`src/rtl/seqmul_pkg.sv`:
```
// Shared types and helpers for the sequential 4:2-compressor multiplier.
// Holds the controller state encoding and the step-count arithmetic derived from WIDTH.
package seqmul_pkg;

    typedef enum logic [1:0] {
        IDLE    = 2'd0,
        ACCUM   = 2'd1,
        RESOLVE = 2'd2,
        DONE    = 2'd3
    } state_t;

    // Two multiplier bits are consumed per accumulate step.
    function automatic int nstep(input int width);
        return width / 2;
    endfunction

    function automatic int step_w(input int width);
        return (width / 2 > 1) ? $clog2(width / 2) : 1;
    endfunction

endpackage

```
`src/rtl/cmp42_row.sv`:
```
// Purpose: one combinational row of 4:2 compressors, two full adders per column.
// Latency: 0 cycles (pure combinational). Backpressure: none.
// Low columns switch to an OR-based approximate cell when SEQMUL_APPROX_EN is defined.
module cmp42_row #(
    parameter int W2          = 16,
    parameter int APPROX_COLS = 0
) (
    input  logic [W2-1:0] s_in,
    input  logic [W2-1:0] c_in,
    input  logic [W2-1:0] pp0,
    input  logic [W2-1:0] pp1,
    output logic [W2-1:0] s_out,
    output logic [W2-1:0] c_out
);

    // chain[j] is the cin of column j, fed by c0 of column j-1.
    logic [W2-1:0] chain;

    assign chain[0] = 1'b0;
    assign c_out[0] = 1'b0;

    for (genvar j = 0; j < W2; j++) begin : g_col
`ifdef SEQMUL_APPROX_EN
        localparam bit AX = (j < APPROX_COLS);
`else
        localparam bit AX = 1'b0 && (j < APPROX_COLS);
`endif
        logic x1, x2, x3, x4, cin;
        assign x1  = s_in[j];
        assign x2  = c_in[j];
        assign x3  = pp0[j];
        assign x4  = pp1[j];
        assign cin = chain[j];

        if (AX) begin : g_approx
            assign s_out[j] = x1 | x2 | x3 | x4 | cin;
            if (j < W2 - 1) begin : g_carry
                assign chain[j+1] = 1'b0;
                assign c_out[j+1] = 1'b0;
            end
        end else begin : g_exact
            assign s_out[j] = x1 ^ x2 ^ x3 ^ x4 ^ cin;
            // Top column's c and c0 would leave the product width, so they are never built.
            if (j < W2 - 1) begin : g_carry
                logic s1;
                assign s1         = x1 ^ x2 ^ x3;
                assign chain[j+1] = (x1 & x2) | (x1 & x3) | (x2 & x3);
                assign c_out[j+1] = (s1 & x4) | (s1 & cin) | (x4 & cin);
            end
        end
    end

endmodule

```
`src/rtl/seqmul_cmp42_ctrl.sv`:
```
// Purpose: unsigned WIDTHxWIDTH sequential multiplier, two partial products per cycle via one cmp42_row.
// Latency: out_valid rises WIDTH/2+1 cycles after the accept edge. Backpressure: holds product until out_ready.
// Optional approximate low columns under SEQMUL_APPROX_EN (APPROX_COLS sets how many).
module seqmul_cmp42_ctrl
    import seqmul_pkg::*;
#(
    parameter int WIDTH       = 8,
    parameter int APPROX_COLS = 0
) (
    input  logic               clk,
    input  logic               rst,
    input  logic               in_valid,
    output logic               in_ready,
    input  logic [WIDTH-1:0]   a,
    input  logic [WIDTH-1:0]   b,
    output logic               out_valid,
    input  logic               out_ready,
    output logic [2*WIDTH-1:0] product,
    output logic               busy
);

    localparam int NSTEP  = nstep(WIDTH);
    localparam int STEP_W = step_w(WIDTH);
    localparam int W2     = 2 * WIDTH;
    localparam logic [STEP_W-1:0] LAST_STEP = STEP_W'(NSTEP - 1);

    state_t            state;
    logic [STEP_W-1:0] step;
    logic [W2-1:0]     acc_s;
    logic [W2-1:0]     acc_c;
    logic [W2-1:0]     a_sh;
    logic [WIDTH-1:0]  b_sh;
    logic [W2-1:0]     pp0;
    logic [W2-1:0]     pp1;
    logic [W2-1:0]     row_s;
    logic [W2-1:0]     row_c;

    // a_sh already carries the 2i shift; b_sh[1:0] are multiplier bits 2i and 2i+1.
    assign pp0 = b_sh[0] ? a_sh : '0;
    assign pp1 = b_sh[1] ? {a_sh[W2-2:0], 1'b0} : '0;

    cmp42_row #(
        .W2          (W2),
        .APPROX_COLS (APPROX_COLS)
    ) u_row (
        .s_in  (acc_s),
        .c_in  (acc_c),
        .pp0   (pp0),
        .pp1   (pp1),
        .s_out (row_s),
        .c_out (row_c)
    );

    always_ff @(posedge clk) begin
        if (rst) begin
            state     <= IDLE;
            step      <= '0;
            acc_s     <= '0;
            acc_c     <= '0;
            a_sh      <= '0;
            b_sh      <= '0;
            product   <= '0;
            out_valid <= 1'b0;
            busy      <= 1'b0;
            in_ready  <= 1'b1;
        end else begin
            case (state)
                IDLE: begin
                    if (in_valid) begin
                        a_sh     <= {{WIDTH{1'b0}}, a};
                        b_sh     <= b;
                        acc_s    <= '0;
                        acc_c    <= '0;
                        step     <= '0;
                        state    <= ACCUM;
                        in_ready <= 1'b0;
                        busy     <= 1'b1;
                    end
                end
                ACCUM: begin
                    acc_s <= row_s;
                    acc_c <= row_c;
                    a_sh  <= {a_sh[W2-3:0], 2'b00};
                    b_sh  <= {2'b00, b_sh[WIDTH-1:2]};
                    step  <= step + 1'b1;
                    if (step == LAST_STEP) begin
                        state <= RESOLVE;
                    end
                end
                RESOLVE: begin
                    product   <= acc_s + acc_c;
                    out_valid <= 1'b1;
                    busy      <= 1'b0;
                    state     <= DONE;
                end
                DONE: begin
                    if (out_ready) begin
                        out_valid <= 1'b0;
                        in_ready  <= 1'b1;
                        state     <= IDLE;
                    end
                end
                default: begin
                    state     <= IDLE;
                    out_valid <= 1'b0;
                    busy      <= 1'b0;
                    in_ready  <= 1'b1;
                end
            endcase
        end
    end

endmodule
```
`config.mk`:
```
export PLATFORM = sky130hd
export DESIGN_NAME = seqmul_cmp42_ctrl
export DESIGN_NICKNAME = d
export VERILOG_FILES = /design/src/rtl/seqmul_pkg.sv /design/src/rtl/cmp42_row.sv /design/src/rtl/seqmul_cmp42_ctrl.sv
export SDC_FILE = /design/constraint.sdc
export NUM_CORES = 1
export LEC_CHECK = 0
export ABC_AREA = 1
export CAP_MARGIN = 40
export CORE_MARGIN = 2
export CORE_UTILIZATION = 63
export DETAILED_ROUTE_END_ITERATION = 7
export PLACE_DENSITY = 0.86
export SLEW_MARGIN = 20
export SYNTH_ARGS = -nofsm -noshare
export SYNTH_HDL_FRONTEND = slang
export SYNTH_SLANG_ARGS = --single-unit
```
`constraint.sdc`:
```
create_clock -name clk -period 5.01 [get_ports clk]
set_input_delay 1.002 -clock clk [delete_from_list [all_inputs] [get_ports clk]]
set_output_delay 1.002 -clock clk [all_outputs]
set_load 0.05 [all_outputs]
```
==> flow_summary.yaml <==
status:
  outcome: "completed"
detailed_routing:
  post_drt_wl_per_cell_um: 12.9
  drt_first_pass_iters: 5
  viasPerCell: 5.29
  drt_wl_total_mm: 9.81
  num_vias: 4034
  drt-initial-drc-count: 236
  remaining_drc_errors: 0
  drtAntennaViolNets: 0
timing:
  fin_skew_ps: 8.48
  rsz0062_at_grt: "false"
  fin_setup_tns_ps: 0
  setup_viol: 0
  relSlewSlack_pct: 53.7
  final_max_slew_viol_count: 0
  clock.fmax_mhz: 396
  worstMarginPinSlew_ps: 694
  finalHoldViolations: 0
  min_period_ps: 2520
  finalCritPeriodShare_pct: 50.4
setup_path:
  cpPeakStageDelay_ps: 830
  critical-path-slowest-cell: "clkdlybuf4s50_1"
  crit_family: "buffers and inverters"
  cp_max_fo: 2
  arrival_ps: 1520
  cp_num_cells: 1
  path_buf_inv: 1
  path_cells: "clkdlybuf4s50_1"
  endpoint_kind: "output port"
  rr_worst_depth: 7
  path_class: "flop to output port"
  crit_required_ps: 4010
  start_kind: "flop"
clocking:
  ctsResizeCount: 0
  clock-root-buffer: "clkbuf_8"
  cts_setup_buffers: 0
  cts_hold_buffers: 0
  cts-buffers-inserted: 9
  clock_path_buffers: 2
  cts.sinks: 77
  worst_skew_pair.late_latency_ps: 360
  cts_tree: "built"
  clkTransAtPathRegs_ps: 80
  h-tree-depth: 3
global_route:
  grt_usage_pct: 26.7
  grt_overflow: 0
  grt_max_degree: 44
  grt_pass1_wl_mm: 16.8
  grt_pass1_vias: 3826
  antenna_found_initial: 0
layout:
  insertedDiodeCount: 0
  drive_gt1_share_pct: 5.28
  nFillCells: 567
  layout.nets: 726
  final_core_util_pct: 73.3
  syn2layout_area_growth_pct: 14.1
logic_synthesis:
  synth_xor_area_share_pct: 1.15
  ys_seq_area_share_pct: 33.7
  yosys.area.top_type: "dfxtp_1"
  synth_top_family_by_area: "simple AND/OR/NAND/NOR gates"
  muxShareOfSynthArea_pct: 0
  synth_fa_ha_area_share_pct: 17.7
  ys_ff_latch: 77
  synth_area_leaders: "dfxtp_1 34%, nand2_1 17%, fa_1 12%"
  synth.top_cell.area_share_pct: 33.7
  yosys_warnings: 0
  syn_area_um2: 4580
  syn_inst: 632
  synth-simple-area-share_pct: 24.6
  synth.net_count: 700
  synth_compound_area_share_pct: 11.9
  synth_area_per_cell_um2: 7.25
  yosysUniqueCellTypes: 29
floorplan:
  dieWidth_um: 89.3
  coreArea_um2: 7140
  rows: 31
  io_pins: 39
  dieArea_um2: 7970
  die_height_um: 89.3
  start_util_pct: 64.2
power_and_ir_drop:
  power_density_nw_per_um2: 445
  p_leak_nw: 2.58
  ir_worst_vdd_v: 0.000235
run:
  max_cap_violations: 0
placement:
  hpwlAfterDp_mm: 6.74
  gp_congestion: 0.897
  port_buffers: 38
worst_hold_path:
  whs_path_depth: 2
  min_path_type: "flop to flop"
tightest hold or removal path: cells and delay by family (launching register included):
| kind | cells | cell delay (ps) |
|---|---|---|
| AOI/OAI and AO/OA | 1 | 50 |
| DFF | 1 | 320 |
| and+or+nand+nor | 1 | 60 |
worst paths after layout:
path                                start                     end  slack, ps
setup / recovery  product[3]$_SDFFE_PP0P_              product[3]       2490
hold / removal      a_sh[15]$_SDFFE_PP0P_   a_sh[15]$_SDFFE_PP0P_        470
setup reg to reg    state[1]$_SDFFE_PP0P_  acc_c[10]$_SDFFE_PP0P_       2630
hold reg to reg     a_sh[15]$_SDFFE_PP0P_   a_sh[15]$_SDFFE_PP0P_        470
cell families after synthesis:
logic type               after synthesis
buffers and inverters                118
flip-flops                            77
AO/OA/AOI/OAI                        100
adder cells (fa/ha/maj)               48
AND/OR/NAND/NOR                      283
XOR/XNOR                               6
sequential cells by signal (all words and copies together) (netlist names):
| signal | cells |
|---|---|
| a_sh | 16 |
| acc_s | 16 |
| product | 16 |
| acc_c | 14 |
| b_sh | 8 |
| state | 2 |
| step | 2 |
| busy | 1 |
| in_ready | 1 |
| out_valid | 1 |
cells in the final DEF, fill, tap and decap left out:
cell | netlist | final
nand2_1 | 207 | 207
ha_1 | 20 | 20
a21oi_2 | 1 | 1
o21ai_2 | 1 | 1
o211ai_2 | 1 | 1
nor2_1 | 38 | 38
o21ai_0 | 12 | 12
a211oi_1 | 1 | 1
a22oi_1 | 1 | 1
xnor2_1 | 1 | 1
nand3b_1 | 1 | 1
nand2_2 | 1 | 1
inv_6 | 0 | 1
a31oi_1 | 12 | 12
inv_1 | 86 | 86
clkinv_2 | 0 | 1
buf_12 | 0 | 1
clkdlybuf4s50_1 | 0 | 37
buf_6 | 7 | 1
buf_2 | 10 | 1
buf_8 | 0 | 1
nor2_2 | 5 | 5
a21oi_1 | 55 | 55
nand3_1 | 27 | 27
xor2_1 | 5 | 5
or2_2 | 1 | 1
o211ai_1 | 3 | 3
clkbuf_8 | 0 | 9
inv_2 | 5 | 5
fa_1 | 28 | 28
bufinv_16 | 0 | 4
buf_4 | 0 | 1
nand4_1 | 3 | 3
dfxtp_1 | 77 | 77
o21ai_1 | 13 | 13
clkbuf_1 | 8 | 1
Yosys cell counts:
| cell | instances |
|---|---|
| nand2_1 | 207 |
| inv_1 | 86 |
| dfxtp_1 | 77 |
| a21oi_1 | 55 |
| nor2_1 | 38 |
| fa_1 | 28 |
| nand3_1 | 27 |
| ha_1 | 20 |
| o21ai_1 | 13 |
| a31oi_1 | 12 |
| o21ai_0 | 12 |
| buf_2 | 10 |
| clkbuf_1 | 8 |
| buf_6 | 7 |
| inv_2 | 5 |
| nor2_2 | 5 |
| xor2_1 | 5 |
| nand4_1 | 3 |
| o211ai_1 | 3 |
| buf_1 | 2 |
| a211oi_1 | 1 |
| a21oi_2 | 1 |
| a22oi_1 | 1 |
| nand2_2 | 1 |
| nand3b_1 | 1 |
| o211ai_2 | 1 |
| o21ai_2 | 1 |
| or2_2 | 1 |
| xnor2_1 | 1 |
layer usage:
| metal | track usage, % | vias to the layer above | part of all wire, % |
|---|---|---|---|
| met5 | 0 | - | 0 |
| met4 | 10.9 | 0 | 2.1 |
| met1 | 35.4 | 1865 | 45 |
| li1 | - | 2024 | - |
| met2 | 44.2 | 125 | 48 |
| met3 | 3.42 | 20 | 4.6 |
stage by stage:
| step | total power [W] | hold WS (ps) | std cells | setup slack, ps | instance area (µm²) |
|---|---|---|---|---|---|
| final | 0.00233 | 468 | 762 | 2490 | 5230 |
| after global routing | 0.00246 | 491 | 762 | 2430 | 5230 |
| after CTS | 0.00233 | 468 | 762 | 2470 | 5230 |
| after detailed placement | 0.00172 | 455 | 746 | 2410 | 4970 |
| after global placement | 0.00166 | 450 | 743 | 1990 | 4920 |
| after floorplan | 0.00153 | 435 | 632 | 2930 | 4580 |
where the power goes:
part           internal (W)  leakage [nW]  switching, W
Combinational      0.000281          1.82      0.000593
Sequential         0.000727         0.627      0.000106
Clock              0.000383         0.131      0.000237
area by class of cell:
type / count / area (µm²) / share of cell area, %
Sequential cell: 77 / 1540 / 29.5
Clock buffer: 10 / 128 / 2.44
Inverter: 91 / 342 / 6.53
Timing Repair Buffer: 42 / 429 / 8.21
Multi-Input combinational cell: 437 / 2530 / 48.4
Clock inverter: 6 / 134 / 2.56
Tap cell: 99 / 124 / 2.37
Note: power is estimated with default switching activity, not from simulation.
